<file path="src/rtl/mul_issue_queue.sv">
// mul_issue_queue
//
// Operand queue and issue controller that sits directly in front of the
// 32x32 Booth/CSA multiplier. Operand pairs arrive from a valid/ready
// producer and are buffered in a small circular queue. They are then handed
// to the multiplier one at a time through a registered en/op1/op2 interface.
//
// The multiplier ignores en in the cycle after it accepts one. Every issue is
// therefore followed by a one-cycle gap. When WAIT_RESULT is set, the
// controller also waits until the multiplier's val has been seen before it
// issues again. This gives each result a clean, isolated val pulse.
//
// Parameters:
//   DEPTH        queue entries (power of two, >= 2)
//   PTR_W        log2(DEPTH)
//   WAIT_RESULT  1 = hold the next issue until mul_val has been observed
//
// Ports:
//   clk       clock, all state updates on the rising edge
//   reset     asynchronous active-low reset
//   flush     synchronous queue clear; has priority over push and issue
//   in_valid  producer has an operand pair
//   in_ready  queue can accept (not full)
//   in_op1    multiplicand
//   in_op2    multiplier
//   mul_en    registered one-cycle issue strobe to the multiplier
//   mul_op1   registered operand 1; holds its last issued value
//   mul_op2   registered operand 2; holds its last issued value
//   mul_val   result-valid from the multiplier
//   count     current queue occupancy
//   busy      queue non-empty or controller not idle

module mul_issue_queue #(
    parameter int DEPTH       = 4,
    parameter int PTR_W       = 2,
    parameter bit WAIT_RESULT = 1'b0
) (
    input  logic             clk,
    input  logic             reset,
    input  logic             flush,
    input  logic             in_valid,
    output logic             in_ready,
    input  logic [31:0]      in_op1,
    input  logic [31:0]      in_op2,
    output logic             mul_en,
    output logic [31:0]      mul_op1,
    output logic [31:0]      mul_op2,
    input  logic             mul_val,
    output logic [PTR_W:0]   count,
    output logic             busy
);

    typedef enum logic [1:0] {
        IDLE,
        GAP,
        WAITV
    } state_t;

    localparam logic [PTR_W:0]   FULL_COUNT = (PTR_W + 1)'(DEPTH);
    localparam logic [PTR_W:0]   ONE_COUNT  = (PTR_W + 1)'(1);
    localparam logic [PTR_W-1:0] ONE_PTR    = PTR_W'(1);

    state_t           state;
    state_t           state_next;
    logic [31:0]      mem_op1 [DEPTH];
    logic [31:0]      mem_op2 [DEPTH];
    logic [PTR_W-1:0] wptr;
    logic [PTR_W-1:0] rptr;
    logic             push;
    logic             issue;

    // A flush drops any push that arrives in the same cycle.
    assign in_ready = (count != FULL_COUNT);
    assign push     = in_valid && in_ready && !flush;
    assign busy     = (count != '0) || (state != IDLE);

    // State register.
    always_ff @(posedge clk or negedge reset) begin
        if (!reset) begin
            state <= IDLE;
        end else begin
            state <= state_next;
        end
    end

    // Next-state logic and issue decision. An entry issues only from IDLE.
    // The GAP state covers the multiplier's dead cycle after accepting en.
    // WAITV requires mul_val to be high while in that state. The multiplier
    // clears val on the edge that accepts en, so a stale val cannot be seen.
    always_comb begin
        state_next = state;
        issue      = 1'b0;
        if (flush) begin
            state_next = IDLE;
        end else begin
            case (state)
                IDLE: begin
                    if (count != '0) begin
                        issue      = 1'b1;
                        state_next = GAP;
                    end
                end
                GAP: begin
                    state_next = WAIT_RESULT ? WAITV : IDLE;
                end
                WAITV: begin
                    if (mul_val) begin
                        state_next = IDLE;
                    end
                end
                default: begin
                    state_next = IDLE;
                end
            endcase
        end
    end

    // Queue pointers and occupancy. A push and a pop in the same cycle leave
    // count unchanged. Both pointers still advance and wrap naturally at
    // DEPTH.
    always_ff @(posedge clk or negedge reset) begin
        if (!reset) begin
            wptr  <= '0;
            rptr  <= '0;
            count <= '0;
        end else if (flush) begin
            wptr  <= '0;
            rptr  <= '0;
            count <= '0;
        end else begin
            if (push) begin
                wptr <= wptr + ONE_PTR;
            end
            if (issue) begin
                rptr <= rptr + ONE_PTR;
            end
            case ({push, issue})
                2'b10:   count <= count + ONE_COUNT;
                2'b01:   count <= count - ONE_COUNT;
                default: count <= count;
            endcase
        end
    end

    // Entry storage. There is no reset, because occupancy alone says which
    // slots are live. A slot is never written and read in the same cycle: a
    // read needs count > 0, and a write needs count < DEPTH, so wptr and
    // rptr differ whenever both happen.
    always_ff @(posedge clk) begin
        if (push) begin
            mem_op1[wptr] <= in_op1;
            mem_op2[wptr] <= in_op2;
        end
    end

    // Registered multiplier interface. The head entry is loaded on the same
    // edge that raises mul_en. The operands hold their value otherwise, and a
    // flush does not clear them.
    always_ff @(posedge clk or negedge reset) begin
        if (!reset) begin
            mul_en  <= 1'b0;
            mul_op1 <= '0;
            mul_op2 <= '0;
        end else if (flush) begin
            mul_en <= 1'b0;
        end else begin
            mul_en <= issue;
            if (issue) begin
                mul_op1 <= mem_op1[rptr];
                mul_op2 <= mem_op2[rptr];
            end
        end
    end

endmodule

</file>
<file path="config.mk">
export PLATFORM = sky130hd
export DESIGN_NAME = mul_issue_queue
export DESIGN_NICKNAME = d
export VERILOG_FILES = /design/src/rtl/mul_issue_queue.sv
export SDC_FILE = /design/constraint.sdc
export NUM_CORES = 1
export LEC_CHECK = 0
export BUFFER_PORTS_ARGS = -buffer_cell sky130_fd_sc_hd__clkbuf_2
export CORE_ASPECT_RATIO = 0.6
export CORE_UTILIZATION = 55
export DETAILED_ROUTE_END_ITERATION = 6
export PLACE_DENSITY = 0.73
export SYNTH_ARGS = -nofsm -noshare
export SYNTH_HDL_FRONTEND = slang
export SYNTH_SLANG_ARGS = --single-unit
</file>
<file path="constraint.sdc">
create_clock -name clk -period 5.75 [get_ports clk]
set_input_delay 0.575 -clock clk [delete_from_list [all_inputs] [get_ports clk]]
set_output_delay 0.575 -clock clk [all_outputs]
set_load 0.02 [all_outputs]
</file>
==> run metrics, run 1 <==
largest net degree at the start of global routing=66; unrepaired setup endpoints after global routing=false; share of the synthesized area in the top cell type=between 60% and 70%; Lkg Pwr=5.09 nW; status=complete, no violations; initial antenna violation count=1; Initial Utilization=a little under three fifths; Crit. path cell count=5; Layout area overhead=14.4%; worst setup path category=reg2reg; DRC viols=0; Fin. Hold Viols=0; area leader, netlist=edfxtp_1; post-cts repair resize count=0; min Tclk post-route=2630 ps; Site Rows=between 40 and 50; layout cell share with drive strength beyond 1=44.5%; syn nets=just over 600; placed insts=960; Post-synth EDFFs=256; Mean Syn Cell Area=23.1 µm²; pwr/cell area=between 400 and 500 nW/µm²; root buffer cell=clkbuf_16; initial drt markers=428; CTS tree=done; WP buf/inv=2; Max stage delay on crit path=700 ps; CP Max Fanout=35; relative slew slack=a little under a third; max-cap check violation count=0; DP HPWL=12200 µm; fmax=roughly 380 MHz; Detail Route Antenna Nets=0; Yosys cell types=39; H-tree level count=1; input/output buffers=about 140; origin of the worst setup path=count[0]; die span in x=196 µm; skew final=12.5 ps; vias in the first global route=6036; Synth area leaders=edfxtp_1 62%, dfrtp_1 15%, mux4_2 12%, mux2_4 4.8%, mux2_2 1.6%; clock buffer depth=3; # IOs=~140; Sink Count=329; Max Slew Vio Count=0; Seq cells post-synth=roughly 330; crit end category=flop; Hold Worst Slack=244 ps; grt ovf=0; Setup-failing EPs final=0; Total GRT Usage=about a fifth; CTS Buf Count=29; min-delay worst type=in2reg; CP max stage cell=buf_4; register area share after synthesis=between 70 and 80%; worst vdd ir=299 µV; measured slew at the worst slew-check pin=1020 ps; RD Place Congestion=0.765; routed len/inst=21.5 µm; die extent in y=118 µm; Via Count=5641; cell count after synthesis=between 500 and 600; drt pass-1 iters=7; Cell Count, Final, Fillers Out=1014; origin of the critical flop-to-flop path=count[0]; fraction of registers with async set/reset=22.2%; Ant. Diodes=0; clock-pin slew on the worst setup and hold paths=around 70 ps; CP delay by family, top=buffers and inverters; startpoint types=flop; via/cell ratio=5.56; Critical Path RT=6170 ps; Die ar.=about 23000 µm²; Final TNS setup=0 ps; yosys warns=0; CP arrival=roughly 3000 ps; crit share post-route=45.8%; Worst-Skew Late Latency=550 ps; Hold Startpoint=in_op1[17]; Post-Syn Area=12400 µm²; CP Cell Sequence=nor3_4 -> nor3_4 -> buf_4 -> buf_4 -> mux2_2; Hold Path Depth=1; core area=22100 µm²; Detailed Route WL=approximately 22000 µm; global-route wire length before repair=33900 µm; number of nets in the layout=between 700 and 800; Synth Flop Type=edfxtp_1; Reg2Reg Depth=5
worst reg2reg max path, cell delays in order (launching register included):
cell and delay, ps:
dfrtp_1 610, nor3_4 140, nor3_4 120, buf_4 490
buf_4 710, mux2_2 440
synthesized netlist by cell type, types with 3 or more instances:
library cell / n
a21oi_1: 6
and2_1: 4
buf_12: 4
buf_2: 6
buf_4: 3
buf_6: 5
clkbuf_1: 8
dfrtp_1: 73
edfxtp_1: 256
ha_1: 4
inv_1: 3
mux2_1: 6
mux2_2: 18
mux2_4: 40
mux4_2: 64
nand2_1: 5
nor2_1: 3
nor3_1: 3
kinds of logic (layout without fill, tap and decap cells):
group / count (synthesis) / in the layout / share of synthesized area [%]
and+or+nand+nor: 28 / 28 / 1.37
muxes: 128 / 128 / 18.6
AOI/OAI and AO/OA: 15 / 15 / 0.805
xor gates and xnor gates: 3 / 3 / 0.211
buffers and inverters: 31 / 198 / 1.91
DFF: 329 / 329 / 76.5
adders and majority gates: 5 / 5 / 0.564
final timing paths:
| kind | endpoint | slack, ps |
|---|---|---|
| worst max-delay path | mul_op1[0] | 3120 |
| worst min-delay path | mem_op1[0][17] | 240 |
| worst max register to register | mul_op1[0] | 3120 |
| worst min register to register | mul_op2[18] | 490 |
| max in group asynchronous | rptr[0] | 4100 |
| min in group asynchronous | mul_op1[29] | 450 |
where the power goes:
part	leakage [nW]	internal, mW	switching [mW]
Combinational	1.46	0.906	0.839
Sequential	3.20	2.92	0.314
Clock	0.428	0.996	0.818
Total	5.09	4.82	1.97
layer usage:
layer,global-route usage (%),share of wire (%),up-vias
li1,-,-,2478
met1,27.4,44,2979
met2,31.4,48,146
met3,5.34,5.9,36
met4,4.00,1.8,2
met5,0,0.055,-
cell usage in the layout, fill, tap and decap left out, drive strengths merged, types with 2 or more instances in the layout:
cell	netlist	routed
a21oi	6	6
edfxtp	256	256
or2	2	2
nor2	3	3
nand3	2	2
dfrtp	73	73
ha	4	4
or3	2	2
mux2	64	64
buf	20	5
nor3	5	5
clkinvlp	0	2
mux4	64	64
clkinv	0	13
o21ai	2	2
nand2	5	5
nor3b	2	2
inv	3	3
xnor2	2	2
and2	4	4
clkbuf	8	173
registers in the layout (all words and copies together) (netlist names):
name and cells:
state 1, mul_en 1, rptr 2, mul_op2 32, count 3, mul_op1 32, mem_op2 128, wptr 2
mem_op1 128
layout make-up:
cell class | instances | area [µm²]
clock buffers | 37 | 776
clock inverters | 16 | 109
fillers | 1498 | 7900
inverters | 3 | 11.3
multi-input cells | 179 | 2700
flip-flops and latches | 329 | 9520
well taps | 308 | 385
repair buffers | 142 | 728
stage by stage:
stage | utilization, % | instance area (µm²) | setup WS [ps] | power (mW)
3_5_place_dp | 60.3 | 13300 | 2980 | 5.05
6_report | 64.3 | 14200 | 3120 | 6.79
4_1_cts | 64.3 | 14200 | 3050 | 6.86
2_1_floorplan | - | 12400 | 2450 | 4.57
3_3_place_gp | 60.3 | 13300 | 3040 | 4.98
5_1_grt | 64.3 | 14200 | 2920 | 7.08
timing repair:
item,in CTS,in global routing
hold buffers,1,0
hold endpoints to repair,18,0
setup buffers,0,0
(Power assumes the default switching activity.)
==> run 2: changes to the inputs <==
--- a/config.mk
+++ b/config.mk
@@ -5,6 +5,7 @@
 export SDC_FILE = /design/constraint.sdc
 export NUM_CORES = 1
 export LEC_CHECK = 0
+export ABC_AREA = 1
 export BUFFER_PORTS_ARGS = -buffer_cell sky130_fd_sc_hd__clkbuf_2
 export CORE_ASPECT_RATIO = 0.6
 export CORE_UTILIZATION = 55
==> constraint.sdc (replaced) <==
create_clock -name clk -period 2.5 [get_ports clk]
set_input_delay 0.25 -clock clk [delete_from_list [all_inputs] [get_ports clk]]
set_output_delay 0.25 -clock clk [all_outputs]
set_load 0.02 [all_outputs]
==> run 2 against run 1 <==
  * Sequential share of layout area shrank 3.9 points
  * Final cell count is 46% higher
  * Clock-buffer cell count increased by 7
  * Setup slack got worse by 2600 ps
  * Total power up 140%
  * Maximum frequency grew 30%
  * Register-to-register slack got worse by 2600 ps
  * Non-clock buffer count increased by 78
  * Via count grew 41%
==> run metrics, run 2 <==
status=complete, no violations; Seq cells post-synth=329 (unchanged); min Tclk post-route=2020 ps (-610 ps); commonest cells after routing, fill and taps aside=256 x edfxtp_1, 209 x nand2_1, 136 x clkbuf_2; Setup-failing EPs final=0 (unchanged); post-cts repair resize count=0 (unchanged); Fin. Hold Viols=0 (unchanged); Detail Route Antenna Nets=0 (unchanged); core area=22200 µm² (+0.24%); largest net degree at the start of global routing=131 (+98%); DP HPWL=14500 µm (+19%); number of nets in the layout=1227 (+62%); Via Count=7967 (+41%); Synth area leaders=edfxtp_1 61%, dfrtp_1 15%, nand2_1 6.3%, nor2_1 4.0%, o22ai_1 3.2%; Detailed Route WL=26500 µm (+22%); Sw Share=33.8% (+4.8 points); Net Sw Power=5.53 mW (+180%); RD Place Congestion=0.802 (+4.7%); Die ar.=23400 µm² (+0.71%); area leader, netlist=edfxtp_1; fraction of registers with async set/reset=22.2% (unchanged); fmax=495 MHz (+30%); vias in the first global route=7925 (+31%); clock-pin slew on the worst setup and hold paths=60 ps (about the same); sequential power share=43.7% (-3.9 points); CTS tree=done; Final TNS setup=0 ps (unchanged); syn nets=1032 (+68%); Layout area overhead=20.6%; Post-synth EDFFs=256 (unchanged); die span in x=197 µm (+0.36%); H-tree level count=1 (unchanged); share of the synthesized area in the top cell type=61.4% (-0.44 points); Yosys cell types=25 (-36%); DRC viols=0 (unchanged); Post-Syn Area=12500 µm² (+0.72%); # IOs=139 (unchanged); measured slew at the worst slew-check pin=788 ps (-237 ps); CP Max Fanout=30 (-14%); Initial Utilization=56.5% (+0.27 points); Worst-Skew Late Latency=540 ps (about the same); Comb pwr share=29.3% (+3.6 points); synth cell count leaders=256 x edfxtp_1, 209 x nand2_1, 134 x nor2_1; commonest non-fill, non-tap cell in the layout=edfxtp_1; max-cap check violation count=0 (unchanged); relative slew slack=47.5% (+16 points); cell count after synthesis=958 (+78%); Critical Path RT=2680 ps (-3490 ps); Sink Count=329 (unchanged); Total GRT Usage=23.3% (+3.7 points); global-route wire length before repair=42500 µm (+25%); initial drt markers=553 (+29%); min-delay worst type=in2reg; yosys warns=0 (unchanged); CP arrival=2200 ps (-850 ps); Pint=10.8 mW (+120%); startpoint types=flop; Mean Syn Cell Area=13.1 µm² (-43%); unrepaired setup endpoints after global routing=false; die extent in y=119 µm (+0.35%); input/output buffers=137 (unchanged); top-count cell post-synth=edfxtp_1; register area share after synthesis=76.0% (-0.55 points); Max Slew Vio Count=0 (unchanged); Synth Flop Type=edfxtp_1; initial antenna violation count=2 (+1); clock buffer depth=3 (unchanged); Cell Count, Final, Fillers Out=1484 (+46%); root buffer cell=clkbuf_16; placed insts=1364 (+42%); worst vdd ir=689 µV (+130%); skew final=9.24 ps (-3.26 ps); grt ovf=0 (unchanged); pwr/cell area=1080 nW/µm² (+130%); fill count=1617 (+7.9%); Clock power frac=27.0% (+0.3 points); worst setup path category=reg2reg; layout cell share with drive strength beyond 1=19.6% (-25 points); via/cell ratio=5.37 (-3.5%); crit share post-route=80.8% (+35 points); routed len/inst=17.9 µm (-17%); CTS Buf Count=29 (unchanged); Site Rows=42 (unchanged); crit end category=flop; drt pass-1 iters=5 (-2); Regs by FF count=mem_op1 x128, mem_op2 x128; Layout Utilization=68.1% (+3.8 points); Lkg Pwr=5.94 nW (+17%)
## run 2: cell count changes after synthesis, moves of 40 or more
cell	delta
o21ai_1	+42
nor2_1	+131
mux2_4	-40
o22ai_1	+63
o21ai_0	+70
mux4_2	-64
nand2_1	+204
## run 2: stage by stage
stage          hold WS, ps  cell area (µm²)  power (mW)  worst slack (ps)
2_1_floorplan        -45.6            12500        10.6              -626
3_3_place_gp           274            13500        11.9               485
3_5_place_dp           283            13500        12.0               471
4_1_cts               31.0            15100        16.5               455
5_1_grt               87.7            15100        17.2               262
6_report              83.7            15100        16.3               479
## run 2: kinds of logic after synthesis
logic type,share of synthesized area (%)
AOI/OAI and AO/OA,9.16
xor gates and xnor gates,0.0700
adders and majority gates,0.560
buffers and inverters,3.48
DFF,76.0
and+or+nand+nor,10.7
## run 2: routing by layer
layer | GRT usage, % | up-vias | wire length [µm]
met4 | 4.17 | 2 | 398
met1 | 34.8 | 3921 | 12100
met2 | 37.2 | 239 | 12400
met3 | 3.37 | 39 | 1570
li1 | - | 3766 | -
met5 | 0 | - | 17
## run 2: path summary, 6_finish.rpt
kind                       startpoint        endpoint  slack [ps]  cells past startpoint
min reg2reg                mul_op2[6]      mul_op2[6]         480                      2
max                          count[0]  mem_op2[1][13]         480                      5
min in group asynchronous       reset     mul_op2[19]         250                      2
min                          in_valid         wptr[0]          80                      4
max reg2reg                  count[0]  mem_op2[1][13]         480                      5
max in group asynchronous       reset     mul_op1[28]        1640                      3
## run 2: final cells by class
| type | count | area, µm² | share of cell area [%] |
|---|---|---|---|
| flip-flops and latches | 329 | 9520 | 63.0 |
| multi-input cells | 557 | 2610 | 17.3 |
| repair buffers | 220 | 1580 | 10.4 |
| clock buffers | 44 | 852 | 5.64 |
| well taps | 308 | 385 | 2.55 |
| clock inverters | 9 | 93.8 | 0.621 |
| inverters | 16 | 62.6 | 0.414 |
| diodes | 1 | 2.50 | 0.0166 |
## run 2: what timing repair did
item	in CTS	in global routing
hold buffers	66	0
buffers inserted	0	0
hold endpoints to repair	297	0
## run 2: power by group through the flow
stage          sequential, mW  clock, mW  combinational [mW]
2_1_floorplan            7.84          0                2.75
3_3_place_gp             7.23          0                4.62
3_5_place_dp             7.24          0                4.71
4_1_cts                  7.14       4.48                4.82
5_1_grt                  7.23       4.71                5.30
6_report                 7.15       4.41                4.79
## run 2: worst max-delay path, cell delays in order (launching register included)
cell,delay (ps)
dfrtp_1,470
nor2_4,80
nand2_2,80
nand3_1,350
nor2_4,250
buf_4,430
==> run 3: changes to the inputs <==
==> constraint.sdc (replaced) <==
create_clock -name clk -period 2.07 [get_ports clk]
set_input_delay 0.207 -clock clk [delete_from_list [all_inputs] [get_ports clk]]
set_output_delay 0.207 -clock clk [all_outputs]
set_load 0.02 [all_outputs]
==> run 3 against run 2 <==
  * Utilization grew 0.73 points
  * Clock power grew 24%
  * Register-to-register slack lost 340 ps
  * Final cell count grew 0.27%
  * Setup slack lost 340 ps
  * Critical path depth grew 5
  * Flip-flop and latch count is the same
  * Critical path type unchanged
  * Highest routed layer is now met4
==> run metrics, run 3 (synthesized netlist as in run 2, its figures left out) <==
status=complete, no violations; R2R Setup Slk=140 ps (-340 ps); input/output buffers=137 (unchanged); startpoint types=flop; Critical Path RT=2550 ps (-130 ps); RD Place Congestion=0.821 (+2.4%); Lkg Pwr=6.01 nW (+1.1%); via/cell ratio=5.38 (+0.26%); DP HPWL=14600 µm (+0.23%); number of nets in the layout=1231 (+0.33%); routed len/inst=17.9 µm (+0.27%); Layout area overhead=21.9%; Hold Startpoint=in_valid; Initial Utilization=56.5% (unchanged); pwr/cell area=1320 nW/µm² (+22%); layout cell share with drive strength beyond 1=20.9% (+1.3 points); crit share post-route=93.4% (+13 points); crit end category=flop; global-route wire length before repair=42300 µm (-0.60%); initial antenna violation count=1 (-1); max-cap check violation count=0 (unchanged); min-delay worst type=in2reg; Die ar.=23400 µm² (unchanged); fill count=1586 (-1.9%); Final TNS setup=0 ps (unchanged); CTS tree=done; relative slew slack=61.1% (+14 points); DRC viols=0 (unchanged); skew final=9.32 ps (+0.0813 ps); CP arrival=2410 ps (+210 ps); Setup-failing EPs final=0 (unchanged); commonest non-fill, non-tap cell in the layout=edfxtp_1; area of placed instances=13600 µm² (+0.94%); grt ovf=0 (unchanged); Regs by FF count=mem_op1 x128, mem_op2 x128; Detailed Route WL=26700 µm (+0.54%); final total power=20.1 mW (+23%); CP Max Fanout=5 (-83%); clock buffer depth=3 (unchanged); min Tclk post-route=1930 ps (-88.4 ps); design area=15300 µm² (+1.1%); CTS Buf Count=29 (unchanged); Sink Count=329 (unchanged); worst vdd ir=844 µV (+23%); # IOs=139 (unchanged); die span in x=197 µm (unchanged); Total GRT Usage=23.3% (-0.029 points); largest net degree at the start of global routing=131 (unchanged); measured slew at the worst slew-check pin=583 ps (-205 ps); Reg2Reg Depth=10 (+5); RR Endpoint=count[2]; root buffer cell=clkbuf_16; fmax=517 MHz (+4.6%); origin of the critical flop-to-flop path=count[0]; Post-CTS Setup Inserts=0 (unchanged); Site Rows=42 (unchanged); vias in the first global route=7930 (+0.063%); Fin. Hold Viols=0 (unchanged); commonest cells after routing, fill and taps aside=256 x edfxtp_1, 209 x nand2_1, 136 x clkbuf_2; worst setup path category=reg2reg; Detail Route Antenna Nets=0 (unchanged); Worst-Skew Late Latency=540 ps (about the same); Hold Path Depth=4 (unchanged); Via Count=8009 (+0.53%); die extent in y=119 µm (unchanged); unrepaired setup endpoints after global routing=false; clock-pin slew on the worst setup and hold paths=70 ps (about the same); initial drt markers=532 (-3.8%); Max Slew Vio Count=0 (unchanged); core area=22200 µm² (unchanged); H-tree level count=1 (unchanged); Min-Delay Endpoint=wptr[0]; Layout Utilization=68.8% (+0.73 points); drt pass-1 iters=5 (unchanged)
run 3: cell types whose count changed in the layout (fill, tap and decap cells not counted), sizes merged:
| cell | delta |
|---|---|
| buf | +4 |
| bufinv | +2 |
| clkbuf | -9 |
| clkinv | +6 |
| clkinvlp | +1 |
run 3: final cells by class:
class | count | area (µm²) | share of cell area, %
sequential | 329 | 9520 | 62.4
multi-input combinational | 557 | 2640 | 17.3
timing repair buffer | 224 | 1680 | 11.0
clock buffer | 35 | 768 | 5.03
tap | 308 | 385 | 2.52
clock inverter | 18 | 201 | 1.32
inverter | 16 | 62.6 | 0.410
antenna | 1 | 2.50 | 0.0164
run 3: worst max path at each step:
stage	from	endpoint	slack, ps
after floorplan	count[0]	mem_op1[0][0]	-130
after global placement	count[1]	count[2]	200
after detailed placement	count[1]	count[2]	170
after CTS	count[1]	count[2]	160
after global routing	count[0]	count[2]	20
final	count[0]	count[2]	140
run 3: routing by layer:
layer | track usage [%] | share of wire (%)
met4 | 4.31 | 1.4
met5 | 0 | 0
met2 | 37.4 | 46
met3 | 4.05 | 7.5
met1 | 34.1 | 45
run 3: power by group:
group / internal [mW] / leakage, nW / switching, mW
registers: 8.14 / 3.23 / 0.515
clock network: 3.15 / 0.478 / 2.34
logic: 1.96 / 2.30 / 3.99
total: 13.2 / 6.01 / 6.85
run 3: timing repair:
item | 4_1_cts | 5_1_grt
hold endpoints to repair | 295 | 0
gates resized for setup | 0 | 2
hold buffers | 66 | 0
setup endpoints to repair | 0 | 1
run 3: through the flow:
step / setup slack (ps) / hold WS, ps / instances
3_3_place_gp: 198 / 228 / 1368
6_report: 138 / 65.5 / 1488
3_5_place_dp: 173 / 232 / 1368
5_1_grt: 19.2 / 63.6 / 1488
2_1_floorplan: -133 / -88.6 / 958
4_1_cts: 157 / 34.5 / 1487
run 3: worst max-delay path, cell delays in order, from the launching register on:
cell     delay [ps]
dfrtp_2         460
nor2_4          200
a21oi_2         100
nand3_2         100
inv_1            60
fa_1            410
xnor2_2         190
nand3_1         110
nand2_1         110
nand2_1          60
nand2_1          70
